[config.mk]
export PLATFORM = sky130hd
export DESIGN_NAME = pe_mac_dbw
export DESIGN_NICKNAME = d
export VERILOG_FILES = /design/src/rtl/pe_mac_dbw.sv
export SDC_FILE = /design/constraint.sdc
export NUM_CORES = 1
export LEC_CHECK = 0
export BUFFER_PORTS_ARGS = -buffer_cell sky130_fd_sc_hd__buf_2
export CAP_MARGIN = 20
export CORE_MARGIN = 4
export CORE_UTILIZATION = 65
export CTS_BUF_LIST = sky130_fd_sc_hd__clkbuf_2
export CTS_CLUSTER_SIZE = 25
export DETAILED_ROUTE_END_ITERATION = 10
export PLACE_DENSITY_LB_ADDON = 0.15
export SYNTH_ARGS = -nofsm -noshare
export SYNTH_HDL_FRONTEND = slang
export SYNTH_SLANG_ARGS = --single-unit
[constraint.sdc]
create_clock -name clk -period 17.4 [get_ports clk]
set_clock_uncertainty 0.2 [all_clocks]
set_input_delay 1.74 -clock clk [delete_from_list [all_inputs] [get_ports clk]]
set_output_delay 1.74 -clock clk [all_outputs]
set_load 0.005 [all_outputs]
[src/rtl/pe_mac_dbw.sv]
// Weight-stationary systolic PE with sign-magnitude operands.
// Runs as one full-width lane or as two packed half-width lanes, chosen per operation.
// Weights are double-buffered: shadow <- w_in, active <- shadow.
// The accumulator saturates or wraps, and a sticky overflow flag records any overflow.
// Handshake: x_valid_in qualifies x_in/x_sign_in/sum_in/width_in/acc_clr in the same cycle.
// sum_valid rises exactly two edges later. There is no back-pressure, so every valid operand is consumed.
module pe_mac_dbw #(
    parameter int DATA_W = 16,
    parameter int ACC_W  = 32,
    parameter int SAT    = 1
) (
    input  logic              clk,
    input  logic              _res,
    input  logic              width_in,
    input  logic              x_valid_in,
    input  logic [DATA_W-1:0] x_in,
    input  logic [1:0]        x_sign_in,
    input  logic [ACC_W-1:0]  sum_in,
    input  logic              acc_clr,
    input  logic [DATA_W-1:0] w_in,
    input  logic [1:0]        w_sign_in,
    input  logic              w_load,
    input  logic              w_swap,
    input  logic              ovf_clr,
    output logic              width_out,
    output logic              x_valid_out,
    output logic [DATA_W-1:0] x_out,
    output logic [1:0]        x_sign_out,
    output logic [ACC_W-1:0]  sum_out,
    output logic              sum_valid,
    output logic              ovf
);
    localparam int HD = DATA_W / 2;   // half-lane operand width
    localparam int HA = ACC_W / 2;    // half-lane accumulator width
    localparam int PW = 2 * DATA_W;   // full-lane product width
    localparam int FW = ACC_W + 2;    // full-lane exact-sum width
    localparam int HW = HA + 2;       // half-lane exact-sum width

    // Weight buffers
    logic [DATA_W-1:0] w_sh_q, w_sh_d, w_act_q, w_act_d;
    logic [1:0]        w_sh_sign_q, w_sh_sign_d, w_act_sign_q, w_act_sign_d;

    // Pass-through registers
    logic              width_q, x_valid_q;
    logic [DATA_W-1:0] x_q;
    logic [1:0]        x_sign_q;

    // Stage 1 registers
    logic              s1_valid_q, s1_width_q;
    logic [PW-1:0]     s1_pfull_q, pfull_d;
    logic [DATA_W-1:0] s1_phi_q, phi_d, s1_plo_q, plo_d;
    logic [1:0]        s1_neg_q, neg_d;
    logic [ACC_W-1:0]  s1_sum_q, s1_sum_d;

    // Stage 2 registers
    logic [ACC_W-1:0]  sum_q, sum_d;
    logic              sum_valid_q, ovf_q, ovf_d;

    // Stage 2 working values
    logic [FW-1:0]     f_mag, f_prod, f_wide;
    logic [HW-1:0]     h_mag, h_prod, h_wide, l_mag, l_prod, l_wide;
    logic [ACC_W-1:0]  f_res;
    logic [HA-1:0]     h_res, l_res;
    logic              f_ovf, h_ovf, l_ovf, lane_ovf;

    // Weight next-state: a swap copies the shadow value as it was before this edge
    always_comb begin
        w_sh_d       = w_load ? w_in      : w_sh_q;
        w_sh_sign_d  = w_load ? w_sign_in : w_sh_sign_q;
        w_act_d      = w_swap ? w_sh_q      : w_act_q;
        w_act_sign_d = w_swap ? w_sh_sign_q : w_act_sign_q;
    end

    // Stage 1 datapath: full and half-lane magnitude products against the active weight
    always_comb begin
        pfull_d  = {{DATA_W{1'b0}}, x_in} * {{DATA_W{1'b0}}, w_act_q};
        phi_d    = {{HD{1'b0}}, x_in[DATA_W-1:HD]} * {{HD{1'b0}}, w_act_q[DATA_W-1:HD]};
        plo_d    = {{HD{1'b0}}, x_in[HD-1:0]} * {{HD{1'b0}}, w_act_q[HD-1:0]};
        neg_d    = x_sign_in ^ w_act_sign_q;
        s1_sum_d = acc_clr ? '0 : sum_in;
    end

    // Stage 2 datapath: exact signed add per lane, then overflow detection and clamp or wrap
    always_comb begin
        f_mag  = {{(FW-PW){1'b0}}, s1_pfull_q};
        f_prod = s1_neg_q[1] ? -f_mag : f_mag;
        f_wide = {{2{s1_sum_q[ACC_W-1]}}, s1_sum_q} + f_prod;
        f_ovf  = (f_wide[FW-1] != f_wide[FW-2]) || (f_wide[FW-2] != f_wide[FW-3]);
        f_res  = f_wide[ACC_W-1:0];
        if (f_ovf && (SAT != 0))
            f_res = f_wide[FW-1] ? {1'b1, {(ACC_W-1){1'b0}}} : {1'b0, {(ACC_W-1){1'b1}}};

        h_mag  = {{(HW-DATA_W){1'b0}}, s1_phi_q};
        h_prod = s1_neg_q[1] ? -h_mag : h_mag;
        h_wide = {{2{s1_sum_q[ACC_W-1]}}, s1_sum_q[ACC_W-1:HA]} + h_prod;
        h_ovf  = (h_wide[HW-1] != h_wide[HW-2]) || (h_wide[HW-2] != h_wide[HW-3]);
        h_res  = h_wide[HA-1:0];
        if (h_ovf && (SAT != 0))
            h_res = h_wide[HW-1] ? {1'b1, {(HA-1){1'b0}}} : {1'b0, {(HA-1){1'b1}}};

        l_mag  = {{(HW-DATA_W){1'b0}}, s1_plo_q};
        l_prod = s1_neg_q[0] ? -l_mag : l_mag;
        l_wide = {{2{s1_sum_q[HA-1]}}, s1_sum_q[HA-1:0]} + l_prod;
        l_ovf  = (l_wide[HW-1] != l_wide[HW-2]) || (l_wide[HW-2] != l_wide[HW-3]);
        l_res  = l_wide[HA-1:0];
        if (l_ovf && (SAT != 0))
            l_res = l_wide[HW-1] ? {1'b1, {(HA-1){1'b0}}} : {1'b0, {(HA-1){1'b1}}};
    end

    // Stage 2 next-state: the result holds when no operand is in flight; a new overflow outranks ovf_clr
    always_comb begin
        sum_d    = sum_q;
        lane_ovf = 1'b0;
        if (s1_valid_q) begin
            if (s1_width_q) begin
                sum_d    = f_res;
                lane_ovf = f_ovf;
            end else begin
                sum_d    = {h_res, l_res};
                lane_ovf = h_ovf || l_ovf;
            end
        end
        ovf_d = (ovf_q && !ovf_clr) || lane_ovf;
    end

    // Weight buffer registers
    always_ff @(posedge clk or posedge _res) begin
        if (_res) begin
            w_sh_q       <= '0;
            w_sh_sign_q  <= '0;
            w_act_q      <= '0;
            w_act_sign_q <= '0;
        end else begin
            w_sh_q       <= w_sh_d;
            w_sh_sign_q  <= w_sh_sign_d;
            w_act_q      <= w_act_d;
            w_act_sign_q <= w_act_sign_d;
        end
    end

    // Systolic pass-through: forwarded every edge whether or not the operand is valid
    always_ff @(posedge clk or posedge _res) begin
        if (_res) begin
            width_q   <= 1'b0;
            x_valid_q <= 1'b0;
            x_q       <= '0;
            x_sign_q  <= '0;
        end else begin
            width_q   <= width_in;
            x_valid_q <= x_valid_in;
            x_q       <= x_in;
            x_sign_q  <= x_sign_in;
        end
    end

    // Stage 1 register: capture products, signs, mode and partial sum of a valid operand
    always_ff @(posedge clk or posedge _res) begin
        if (_res) begin
            s1_valid_q <= 1'b0;
            s1_width_q <= 1'b0;
            s1_pfull_q <= '0;
            s1_phi_q   <= '0;
            s1_plo_q   <= '0;
            s1_neg_q   <= '0;
            s1_sum_q   <= '0;
        end else begin
            s1_valid_q <= x_valid_in;
            if (x_valid_in) begin
                s1_width_q <= width_in;
                s1_pfull_q <= pfull_d;
                s1_phi_q   <= phi_d;
                s1_plo_q   <= plo_d;
                s1_neg_q   <= neg_d;
                s1_sum_q   <= s1_sum_d;
            end
        end
    end

    // Stage 2 register: accumulated result, its valid strobe and the sticky overflow flag
    always_ff @(posedge clk or posedge _res) begin
        if (_res) begin
            sum_q       <= '0;
            sum_valid_q <= 1'b0;
            ovf_q       <= 1'b0;
        end else begin
            sum_q       <= sum_d;
            sum_valid_q <= s1_valid_q;
            ovf_q       <= ovf_d;
        end
    end

    assign width_out   = width_q;
    assign x_valid_out = x_valid_q;
    assign x_out       = x_q;
    assign x_sign_out  = x_sign_q;
    assign sum_out     = sum_q;
    assign sum_valid   = sum_valid_q;
    assign ovf         = ovf_q;
endmodule

; Word-level counts from Yosys, hierarchy flattened
; Cells that the tools add are included.
[totals]
input_bits = 76
out_inout_bits = 54
elab_cells = 53
regBits = 189
[op_classes]
addsub = 6
mul = 3
mux = 13
reduce_logical = 7
bitwise_logic = 1
n_eq_ne = 6
[ops]
columns = cell, n
row1 = $mux 32, 4
row2 = $mux 16, 4
row3 = $add 18x18->18, 2
row4 = $mux 18, 2
row5 = $neg 16->18, 2
row6 = $add 34x34->34, 1
row7 = $mux 34, 1
row8 = $neg 32->34, 1
row9 = $mul 16x16->32, 1
row10 = $mul 8x8->16, 2
row11 = $ne 1x1->1, 6
row12 = $logic_or 1x1->1, 5
row13 = $mux 1, 2
row14 = $xor 2x2->2, 1
row15 = $logic_and 1x1->1, 1
row16 = $logic_not 1->1, 1

; Depth between registers and ports, before layout
[logic_depth]
word_depth = 9
ltp_mapped = 25
depth_no_buf = 24

; Worst setup path before layout
; Ideal clock, no wire load.
[synth_timing]
kind = in2reg
startpoint = input x_in[6]
endpoint = register s1_pfull_q[31]
stages = 24
required_time_ns = 17.075
path_slack_ns = 9.528
n_path_buf = 1
setup_ns = 0.125
arrival_time_ns = 7.548
path_cell_list = clkbuf_1 -> nand2_1 -> fa_1 -> inv_1 -> fa_1 -> inv_1 -> fa_1 -> inv_1 -> fa_1 -> fa_1 -> inv_1 -> fa_1 -> inv_1 -> ha_1 -> o2111a_1 -> and2_1 -> a32oi_1 -> nor4_1 -> o21a_1 -> o41a_1 -> a21o_1 -> o31ai_1 -> xnor2_1 -> mux2_2
[synth_via]
elab_chain_len = 1
[synth_lines]
columns = element, line_no
row1 = from (decl), 16  ; input logic [DATA_W-1:0] x_in,
row2 = $mul 16x16->32, 76  ; pfull_d = {{DATA_W{1'b0}}, x_in} * {{DATA_W{1'b0}}, w_act_q};
row3 = to (signal assigned), 170  ; s1_pfull_q <= pfull_d;
row4 = to (decl), 50  ; logic [PW-1:0] s1_pfull_q, pfull_d;
; Every way passes these cells.
; A chain may end at the register's enable or synchronous reset.

; Worst setup path after layout
; Same ends and word-level chain as after synthesis.

==> impl_metrics.yaml <==
yosys:
  synth_area_mm2: 0.02261
  synth_fp_nets: 2965
  async_reset_ff_frac: 1.000
  synth_ff_type: "dfrtp_1"
  synth.avg_cell_area_um2: 9.386
  synth-warning-count: 0
  synth_edf_count: 0
  netlist_instances: 2409
  synth-seq-cells: 187
  ys_seq_area_frac: 0.2069
  synthDistinctLibCells: 73
global_routing:
  use_met1: 0.4333
  grt-busiest-layer: "met2"
  grt_usage: 0.2944
  grt_max_degree: 122
  grt_pass1_vias: 17580
  grt_overflow: 0
  grt_pass1_wl_um: 90900
  antenna_found_initial: 1
  grtUsageMet3: 0.05460
  grtUsageMet2: 0.4649
worst_setup_path:
  rr_endpoint: "s1_pfull_q[31]"
  cp.required_ns: 18.05
  cpMostUsedCell: "fa_1"
  crit_path_end: "s1_pfull_q[31]"
  cp-end-kind: "flip-flop"
  critical_path_class: "in2reg"
  cp_max_fo: 17
  reg2reg_slack_ns: 10.27
  startpoint_type: "input port"
  rr_worst_depth: 23
  arrival_ns: 8.01
  cpPeakStageDelay_ns: 0.57
  r2r-start: "w_act_q[8]"
  crit_start: "x_in[6]"
  cp_slowest_cell: "fa_1"
  path_cells: "buf_2 -> nand2_1 -> fa_1 -> inv_1 -> fa_1 -> inv_1 -> fa_1 -> inv_1 -> fa_1 -> fa_1 -> inv_1 -> fa_1 -> inv_1 -> ha_1 -> o2111a_1 -> and2_1 -> a32oi_1 -> nor4_1 -> o21a_1 -> o41a_1 -> a21o_1 -> o31ai_1 -> xnor2_1 -> mux2_2"
drt:
  drc: 0
  via_count: 17220
  vias_per_cell: 5.834
  firstDrtPassIters: 6
  wl_per_cell_um: 18.59
  ant_nets: 0
  drt_iter0_drc: 1015
  routed_wl_um: 54860
final_layout:
  fill_cells: 2754
  final_cell_mix: "363 x inv_1, 252 x fa_1, 228 x ha_1"
  area_growth_pct: 5.439
  layout_commonest_cell: "inv_1"
  nets: 3039
  drive_gt1_frac: 0.1102
  multiInputGateArea_mm2: 0.01625
  sequential_cell_area_mm2: 0.004679
  fin_util: 0.6919
cts:
  cts_tree: "yes"
  ctsHoldBuffers: 0
  clk_pin_slew_ns: 0.33
  numCtsBuffers: 17
  root_buffer: "clkbuf_2"
  h-tree-depth: 4
  cts_resized: 0
  clock_latency_ns: 0.91
  cts_buffer_depth: 2
  cts_sinks: 187
  postCtsSetupBuffers: 0
timing:
  fin_crit_sh: 0.4230
  worst_pin_slew_ns: 0.9568
  hold_viol: 0
  finalMaxSlewViolations: 0
  tns_ns: 0
  max_clock_freq_mhz: 135.9
  rsz0062_at_grt: "false"
  period_needed_ns: 7.360
  setup_violations: 0
  slew_headroom: 0.3608
floorplanning:
  start_util: 0.6562
  die_h_um: 194.5
  core_mm2: 0.03446
  die-area_mm2: 0.03784
  io-pin-count: 130
  die-width_um: 194.5
  row_count: 68
worst_hold_path:
  hold_start: "w_sh_q[13]"
  min_path_type: "reg2reg"
run:
  drv_cap: 0
place:
  port-buffer-count: 129
  place.gp.congestion: 0.9518
  dp_hpwl_um: 44160
status:
  status: "finished clean"
[cell type report]
type / instances / share of cell area
multi-input cells: 1774 / 0.6816
flip-flops and latches: 187 / 0.1963
inverters: 366 / 0.05794
repair buffers: 137 / 0.02991
well taps: 455 / 0.02388
clock inverters: 15 / 0.006770
clock buffers: 17 / 0.003569
diodes: 1 / 0.0001050
[registers in the layout, indices dropped and copies added (netlist names), 2 cells and up]
| name | count |
|---|---|
| w_sh_q | 16 |
| s1_phi_q | 16 |
| s1_pfull_q | 32 |
| w_sh_sign_q | 2 |
| x_sign_out | 2 |
| s1_sum_q | 32 |
| w_act_q | 16 |
| s1_plo_q | 14 |
| x_out | 16 |
| sum_out | 32 |
| s1_neg_q | 2 |
| w_act_sign_q | 2 |
[per-stage QoR]
step | cells | hold slack [ns] | instance area [µm²] | setup slack (ns)
2_1_floorplan | 2409 | 0.1941 | 22610 | 9.528
3_3_place_gp | 2918 | 0.2833 | 23580 | 9.129
3_5_place_dp | 2918 | 0.2878 | 23580 | 9.054
4_1_cts | 2950 | 0.3018 | 23820 | 10.12
5_1_grt | 2952 | 0.3097 | 23840 | 9.789
6_report | 2952 | 0.2838 | 23840 | 10.04
[how the worst min path moves through the flow]
stage | end | slack (ns) | cells past startpoint
finish | w_act_q[13] | 0.28 | 1
global route | w_act_q[12] | 0.31 | 1
CTS | w_act_q[12] | 0.30 | 1
detailed placement | w_act_q[6] | 0.29 | 1
global placement | w_act_q[12] | 0.28 | 1
floorplan | sum_valid | 0.19 | 0
[routing by layer]
metal,up-vias,wire length [µm],share of wire
met2,548,24810,0.45
met5,-,0,0
li1,8148,-,-
met1,8460,25300,0.46
met3,65,3982,0.073
met4,0,770,0.014
[synth_stat cells (5+ instances only)]
cell type,number,area (µm²)
o41ai_1,13,113.9
nand2_1,221,829.6
or2_2,8,50.05
a21oi_1,111,555.5
a211oi_1,26,195.2
nor2b_1,8,50.05
nand3_1,15,75.07
dfrtp_1,187,4679
a31oi_1,11,68.82
a21boi_0,5,37.54
nand4_1,7,43.79
xnor2_1,127,1112
or3_1,14,87.58
and2_1,142,888.4
fa_1,252,5045
mux2_2,81,912.1
and3_1,7,43.79
nor2_1,102,382.9
nor3_1,21,105.1
xor2_1,34,297.8
o211ai_1,17,127.6
o31a_1,5,43.79
a22o_1,32,280.3
nand2b_1,14,87.58
clkbuf_1,78,292.8
inv_1,364,1366
or4_1,12,90.09
o31ai_1,23,172.7
o21a_1,21,157.7
o21ai_0,86,430.4
a21o_1,44,330.3
ha_1,228,2853
o21bai_1,9,67.56
a311oi_1,10,87.58
[cell families (layout without fill, tap and decap cells)]
logic type / after synthesis / after routing / share of synthesized area
multiplexers: 85 / 85 / 0.04211
adder cells (fa/ha/maj): 480 / 480 / 0.3493
buffers and inverters: 448 / 535 / 0.07453
AO/OA/AOI/OAI: 457 / 457 / 0.1360
other: 0 / 1 / 0
flip-flops: 187 / 187 / 0.2070
AND/OR/NAND/NOR: 589 / 589 / 0.1273
XOR/XNOR: 163 / 163 / 0.06380
[critical path, delay by kind of cell]
kind	cells	cell delay (ns)
adder cells (fa/ha/maj)	7	3.35
AO/OA/AOI/OAI	6	1.55
buffers and inverters	6	0.56
AND/OR/NAND/NOR	3	0.42
multiplexers	1	0.26
XOR/XNOR	1	0.10
Power is left out: the tool's default activity adds up to more than one toggle a clock period on the data nets, which glitch-free logic cannot reach.
